[config.mk]
export PLATFORM = sky130hd
export DESIGN_NAME = mudv_arbiter
export DESIGN_NICKNAME = d
export VERILOG_FILES = /design/src/rtl/mudv_arbiter.sv
export SDC_FILE = /design/constraint.sdc
export NUM_CORES = 1
export LEC_CHECK = 0
export ABC_AREA = 0
export BUFFER_PORTS_ARGS = -buffer_cell sky130_fd_sc_hd__buf_2
export CAP_MARGIN = 10
export CORE_UTILIZATION = 58
export CTS_CLUSTER_DIAMETER = 150
export DETAILED_ROUTE_END_ITERATION = 10
export PLACE_DENSITY = 0.79
export SLEW_MARGIN = 20
export SYNTH_ARGS = -nofsm -noshare
export SYNTH_HDL_FRONTEND = slang
export SYNTH_SLANG_ARGS = --single-unit
[constraint.sdc]
create_clock -name clk -period 5.38 [get_ports clk]
set_input_delay 0.807 -clock clk [delete_from_list [all_inputs] [get_ports clk]]
set_output_delay 0.807 -clock clk [all_outputs]
set_load 0.01 [all_outputs]
[src/rtl/mudv_arbiter.sv]
// ============================================================================
// mudv_arbiter : round-robin shared iterative multiply/divide engine
// Rev 1.0 - initial release
// ============================================================================
`default_nettype none

module mudv_arbiter #(
    parameter int N = 3
) (
    input  logic         clk,
    input  logic         reset_n,
    input  logic [1:0]   req,
    input  logic [1:0]   op,
    input  logic [N-1:0] a0,
    input  logic [N-1:0] b0,
    input  logic [N-1:0] a1,
    input  logic [N-1:0] b1,
    output logic [1:0]   gnt,
    output logic         busy,
    output logic [1:0]   done,
    output logic [N-1:0] hi,
    output logic [N-1:0] lo,
    output logic         dz
);

    localparam int            CW      = $clog2(N + 1);
    localparam logic [CW-1:0] C_LAST  = CW'(N - 1);

    typedef enum logic {
        IDLE = 1'b0,
        CALC = 1'b1
    } state_t;

    state_t        state_q;
    logic [CW-1:0] cnt_q;
    logic          owner_q;
    logic          last_q;
    logic          div_q;
    logic [N-1:0]  m_q;
    logic [N-1:0]  acc_q;
    logic [N-1:0]  qp_q;

    logic          win_d;
    logic [N-1:0]  sel_a_d;
    logic [N-1:0]  sel_b_d;
    logic          sel_op_d;
    logic [N:0]    sum_d;
    logic [N:0]    sh_d;
    logic [N:0]    diff_d;
    logic [N-1:0]  acc_d;
    logic [N-1:0]  qp_d;

    assign busy = (state_q == CALC);

    // acc/qp hold {hi,lo} of the product, or {remainder,dividend->quotient}
    always_comb begin
        win_d    = (req == 2'b11) ? ~last_q : req[1];
        sel_a_d  = win_d ? a1 : a0;
        sel_b_d  = win_d ? b1 : b0;
        sel_op_d = op[win_d];

        sum_d  = {1'b0, acc_q} + {1'b0, (qp_q[0] ? m_q : {N{1'b0}})};
        sh_d   = {acc_q, qp_q[N-1]};
        diff_d = sh_d - {1'b0, m_q};

        if (div_q) begin
            acc_d = diff_d[N] ? sh_d[N-1:0] : diff_d[N-1:0];
            qp_d  = N'({qp_q, ~diff_d[N]});
        end else begin
            acc_d = sum_d[N:1];
            qp_d  = N'({sum_d[0], qp_q} >> 1);
        end
    end

    always_ff @(posedge clk or negedge reset_n) begin
        if (!reset_n) begin
            state_q <= IDLE;
            cnt_q   <= '0;
            owner_q <= 1'b0;
            last_q  <= 1'b1;
            div_q   <= 1'b0;
            m_q     <= '0;
            acc_q   <= '0;
            qp_q    <= '0;
            gnt     <= '0;
            done    <= '0;
            hi      <= '0;
            lo      <= '0;
            dz      <= 1'b0;
        end else begin
            gnt  <= '0;
            done <= '0;
            case (state_q)
                IDLE: begin
                    if (|req) begin
                        owner_q <= win_d;
                        div_q   <= sel_op_d;
                        m_q     <= sel_op_d ? sel_b_d : sel_a_d;
                        qp_q    <= sel_op_d ? sel_a_d : sel_b_d;
                        acc_q   <= '0;
                        cnt_q   <= '0;
                        gnt     <= win_d ? 2'b10 : 2'b01;
                        state_q <= CALC;
                    end
                end
                CALC: begin
                    acc_q <= acc_d;
                    qp_q  <= qp_d;
                    cnt_q <= cnt_q + CW'(1);
                    if (cnt_q == C_LAST) begin
                        hi      <= acc_d;
                        lo      <= qp_d;
                        dz      <= div_q && (m_q == '0);
                        done    <= owner_q ? 2'b10 : 2'b01;
                        last_q  <= owner_q;
                        state_q <= IDLE;
                    end
                end
                default: state_q <= IDLE;
            endcase
        end
    end

endmodule

`default_nettype wire

==> results.yml, run 1 <==
status:
  status: "complete, but fails checks"
  violations: "DRC"
critical_path:
  worstPathRequired_ps: 5600
  reg2reg_slack_ps: 3150
  worstSetupEndpointType: "flip-flop"
  arrival_ps: 2570
  cp_slowest_cell: "mux4_2"
  reg2reg_from: "qp_q[2]"
  r2r_cells: 8
  max_stage_delay_ps: 560
  path_cells: "buf_2, a21boi_4, mux2i_4, mux4_2, mux2_2"
  r2r_end: "hi[1]"
  path_max_fanout: 11
  crit_type: "in2reg"
  startpoint_type: "input pin"
clocking:
  ctsHoldBuffers: 0
  ctsResizeCount: 0
  root_buffer: "clkbuf_4"
  htree_num_levels: 1
  post_cts_buffers: 0
  cts_inserted_buffers: 3
  clock_latency_ps: 320
  cts.path.max_buffers: 2
  cts_tree: "built"
  clk_pin_slew_ps: 140
  cts_sinks: 26
sta:
  fin_crit_ps: 2354
  setup_viol: 0
  grt_setup_unrepaired: "no"
  hold_violations: 0
  drv_slew: 0
  fin_crit_sh: 0.4376
  fin_setup_tns_ps: 0
  clock.fmax_mhz: 424.8
  relSlewSlack: 0.5828
  fin_skew_ps: 1.778
  tightest_slew_ps: 622.5
power:
  pwr-share-comb: 0.499
  p_seq_frac: 0.370
  p_int_uw: 611.5
  pwr-share-clk: 0.131
  max-vdd-ir-drop_mv: 0.3781
  p_switching_uw: 406.0
  power_density_nw_per_um2: 588.4
  switching_share: 0.3990
  power.total_uw: 1017
  p_leak_uw: 0.0008554
yosys:
  synth_warnings: 0
  yosysTopAreaCell: "dfrtp_1"
  syn_area_per_cell_um2: 11.32
  synth_area_leaders: "dfrtp_1, mux2_2, mux4_2"
  synth_commonest_cells: "dfrtp_1, mux2_2, inv_1, o21ai_0, nand2_1"
  synth-edff-count: 0
  ys_types: 36
  synth-seq-cells: 26
  ys.flop_type: "dfrtp_1"
  synth-seq-area-share: 0.4331
  synth.top_cell.area_share: 0.4156
  synthesis.area_um2: 1505
  yosysMostFrequentCell: "dfrtp_1"
  synth_cells: 133
  syn_nets: 160
  async_flop_share: 1.000
placed_design:
  gp_congestion: 0.8665
  dp_hpwl_um: 2272
  placement.io_buffers: 29
global_routing:
  grt.busiest_layer: "met2"
  grt_use_met2: 0.4177
  grt_usage: 0.2543
  grt_pass1_vias: 1136
  grt.met3_usage: 0.04023
  grt.met1_usage: 0.3346
  grt_max_degree: 27
  overflow: 0
  grt_pass1_wl_um: 5043
  antenna_found_initial: 0
route:
  drtIter0Drc: 26
  via_per_inst: 5.880
  via_count: 1123
  drtPass1Iterations: 7
  drc: 1
  drtAntennaViolNets: 0
  wl_per_cell_um: 15.82
  drt_wl_total_um: 3021
min_path:
  hold_class: "in2async"
layout:
  nFillCells: 182
  fin_nets: 189
  regArea_um2: 651.9
  drive_gt1_frac: 0.3230
  antenna_cells: 0
  syn2layout_area_growth_pct: 14.88
  multi_input_area_um2: 800.8
  final_core_util: 0.7044
run:
  drv_cap: 0
floorplanning:
  fp-row-count: 18
  coreArea_um2: 2455
  fp.dieH_um: 52.94
  dieArea_um2: 2803
  io_pins: 30
  initial_core_util: 0.6132
  die_x_um: 52.94
==> registers in the layout, indices dropped and copies added, names as in the netlist <==
signal and count:
lo 3, qp_q 3, owner_q 1, cnt_q 2, done 2, last_q 1
gnt 2, div_q 1, dz 1, m_q 3, hi 3, busy 1
acc_q 3
==> critical path, delay by kind of cell <==
family,cells,cell delay (ps)
muxes,3,1260
buffers and inverters,1,110
AOI/OAI and AO/OA,1,400
==> layout by cell type, fill, tap and decap left out, types with 4 or more instances in the layout <==
cell,synthesis,final
or3_1,4,4
a21oi_1,7,7
inv_1,9,9
mux4_2,4,4
ha_1,7,7
buf_2,1,29
dfrtp_1,25,25
o21ai_0,9,9
mux2_2,10,10
nand2_1,8,8
and2_1,4,4
nand3b_1,4,4
==> metal layers <==
metal | part of all wire | routed length, µm | vias to the layer above
met5 | 0 | 0 | -
met3 | 0.020 | 61 | 6
met4 | 0.013 | 38 | 0
met1 | 0.44 | 1342 | 556
li1 | - | - | 541
met2 | 0.52 | 1578 | 20
==> cell families (layout without fill, tap and decap cells) <==
kind of cell	Yosys count	in the layout	share of synthesized area
XOR/XNOR	3	3	0.01746
AND/OR/NAND/NOR	30	30	0.1114
adder cells (fa/ha/maj)	9	9	0.08479
AO/OA/AOI/OAI	32	32	0.1455
multiplexers	18	18	0.1696
flip-flops	26	26	0.4331
buffers and inverters	15	43	0.03823
==> worst max path at each step <==
stage | endpoint | slack, ps | depth (start not counted) | startpoint
after detailed placement | m_q[1] | 2700 | 5 | req[1]
after CTS | m_q[1] | 3040 | 5 | req[1]
final | m_q[1] | 3030 | 5 | req[1]
after global placement | m_q[1] | 2770 | 5 | req[0]
after floorplan | m_q[1] | 3140 | 4 | req[1]
after global routing | m_q[1] | 2950 | 5 | req[1]
==> power by group through the flow <==
stage,sequential [µW],combinational (µW),clock [µW]
2_1_floorplan,358,381,0
3_3_place_gp,374,483,0
3_5_place_dp,380,508,0
4_1_cts,375,511,135
5_1_grt,390,569,142
6_report,377,508,133
==> stage by stage <==
stage,hold WS [ps],cells,setup slack [ps],area (µm²)
floorplan,419.2,133,3142,1505
global placement,457.2,187,2773,1672
detailed placement,458.0,187,2699,1672
CTS,471.2,191,3040,1724
global route,481.3,191,2952,1729
finish,453.9,191,3026,1729
==> layout make-up <==
| type | instances | share of cell area |
|---|---|---|
| multi-input cells | 92 | 0.4631 |
| flip-flops and latches | 26 | 0.3770 |
| clock inverters | 1 | 0.01737 |
| well taps | 30 | 0.02171 |
| inverters | 9 | 0.01954 |
| clock buffers | 3 | 0.01302 |
| repair buffers | 30 | 0.08828 |
Power figures use the tool's default switching activity.
==> inputs of run 2 (changes only) <==
Settings changed: ABC_AREA 0 to 1, CORE_UTILIZATION 58 to 54, PLACE_DENSITY 0.79 to 0.74.
Clock period 5.38 ns to 2.2 ns, I/O delays scaled along.
==> run 2 against run 1 <==
Cell area grew 0.43%; clock power grew 58%; sequential share of layout area shrank 0.16 points; the run now ends clean; synthesized cell count grew 42%; count of clock-buffer cells in the layout grew 1.
==> results.yml, run 2 <==
clocking:
  cts_tree: "built"
  clk_pin_slew_ps: 140
  cts.path.max_buffers: 2
  ctsResizeCount: 0
  cts_inserted_buffers: 3
  htree_num_levels: 1
  cts_sinks: 26
  root_buffer: "clkbuf_4"
  clock_latency_ps: 320
floorplanning:
  io_pins: 30
  fp-row-count: 18
  fp.dieH_um: 55.39
  dieArea_um2: 3068
  coreArea_um2: 2590
  die_x_um: 55.39
  initial_core_util: 0.5942
yosys:
  ys_types: 29
  synth_area_leaders: "dfrtp_1, nand2_1, nand3_1"
  synth_top_family_by_area: "simple AND/OR/NAND/NOR gates"
  async_flop_share: 1.000
  yosysTopAreaCell: "dfrtp_1"
  synth_commonest_cells: "nand2_1, nand3_1, dfrtp_1"
  synth-seq-cells: 26
  synth_cells: 189
  synthesis.area_um2: 1539
  syn_nets: 216
  synth.top_cell.area_share: 0.4065
  synth_simple_gate_area_frac: 0.3008
  synth-seq-area-share: 0.4236
  ys.flop_type: "dfrtp_1"
  synth_compound_area_frac: 0.1041
  yosysMostFrequentCell: "nand2_1"
  synth-xor-area-share: 0.01138
  synth_fa_ha_area_frac: 0.08293
  syn_area_per_cell_um2: 8.143
  synth_mux_area_frac: 0
  synth-edff-count: 0
  synth_warnings: 0
power:
  p_switching_uw: 1206
  p_seq_frac: 0.354
  switching_share: 0.4740
  max-vdd-ir-drop_mv: 1.287
  power_density_nw_per_um2: 1465
  pwr-share-comb: 0.563
  p_int_uw: 1338
  p_leak_uw: 0.0009682
  pwr-share-clk: 0.083
critical_path:
  reg2reg_slack_ps: 470
  path_max_fanout: 5
  worstPathRequired_ps: 2410
  arrival_ps: 1940
  worstSetupEndpointType: "flip-flop"
  startpoint_type: "flip-flop"
  crit_start: "acc_q[1]"
  reg2reg_from: "acc_q[1]"
  crit_type: "reg2reg"
sta:
  setup_viol: 0
  fin_crit_ps: 1731
  fin_skew_ps: 7.771
  fin_setup_tns_ps: 0
  hold_violations: 0
  fin_crit_sh: 0.7867
  relSlewSlack: 0.6126
  tightest_slew_ps: 581.2
  fin_ws_ps: 469.2
  drv_slew: 0
  clock.fmax_mhz: 577.8
  grt_setup_unrepaired: "no"
status:
  status: "completed"
layout:
  antenna_cells: 0
  layout_common_cells: "nand2_1, nand3_1, buf_2"
  final_common_cell: "nand2_1"
  multi_input_area_um2: 768.2
  fin_nets: 248
  final_core_util: 0.6705
  drive_gt1_frac: 0.2318
  regArea_um2: 651.9
  nFillCells: 240
  syn2layout_area_growth_pct: 12.85
route:
  drtIter0Drc: 66
  wl_per_cell_um: 12.77
  drtAntennaViolNets: 0
  drtPass1Iterations: 4
  via_per_inst: 5.308
  via_count: 1327
  drc: 0
  drt_wl_total_um: 3192
placed_design:
  dp_hpwl_um: 2391
  gp_congestion: 0.8404
  pre_cts_ws_ps: 513.7
  placement.io_buffers: 29
global_routing:
  grt_usage: 0.2260
  grt_pass1_wl_um: 5478
  antenna_found_initial: 0
  grt_max_degree: 27
  grt_pass1_vias: 1211
  overflow: 0
min_path:
  worstHoldStart: "req[1]"
  hold_class: "in2reg"
run:
  drv_cap: 0
[run 2: final cells by class]
class	count	share of cell area
Timing Repair Buffer	31	0.09366
Inverter	24	0.05187
Multi-Input combinational cell	135	0.4424
Tap cell	30	0.02161
Sequential cell	26	0.3754
Clock buffer	4	0.01513
[run 2: critical path, stage by stage, from the launching register on]
cell      delay [ps]
dfrtp_1          490
ha_1             360
a21oi_2          200
nand2_1          100
nand2_1          130
nand3_1          120
o211ai_1         120
nand3_1          100
[run 2: final timing paths]
| check | end | depth (start not counted) |
|---|---|---|
| min in group asynchronous | m_q[1] | 2 |
| setup / recovery | qp_q[0] | 7 |
| hold reg to reg | done[0] | 1 |
| max in group asynchronous | lo[1] | 2 |
| setup reg to reg | qp_q[0] | 7 |
| hold / removal | gnt[0] | 2 |
[run 2: per-stage QoR]
stage | total power [µW] | cells | hold WS (ps) | area [µm²]
floorplan | 1957 | 189 | 34.41 | 1539
detailed placement | 2330 | 245 | 361.1 | 1700
finish | 2544 | 250 | 259.2 | 1737
CTS | 2541 | 250 | 261.7 | 1737
global route | 2792 | 250 | 264.9 | 1737
global placement | 2281 | 245 | 347.2 | 1700
[run 2: logic make-up after synthesis]
| kind of cell | count (synthesis) |
|---|---|
| buf+inv | 28 |
| xor+xnor | 2 |
| flops | 26 |
| fa+ha+maj | 9 |
| simple gates | 102 |
| compound gates | 22 |
[run 2: power by group through the flow]
stage,Combinational [µW],Sequential [µW],Clock [µW]
2_1_floorplan,1070,891,0
3_3_place_gp,1380,903,0
3_5_place_dp,1420,908,0
4_1_cts,1430,897,213
5_1_grt,1630,929,233
6_report,1430,901,210
[run 2: layer usage]
layer	global-route usage	routed length, µm	vias to the layer above
li1	-	-	671
met1	0.3369	1597	600
met2	0.3356	1375	52
met3	0.03044	168	4
met4	0.08214	51	0
met5	0	0	-
[run 2: repair_timing]
action | in CTS | in global routing
setup buffers | 0 | 0
endpoints found under the hold margin | 6 | 0
hold buffers | 1 | 0
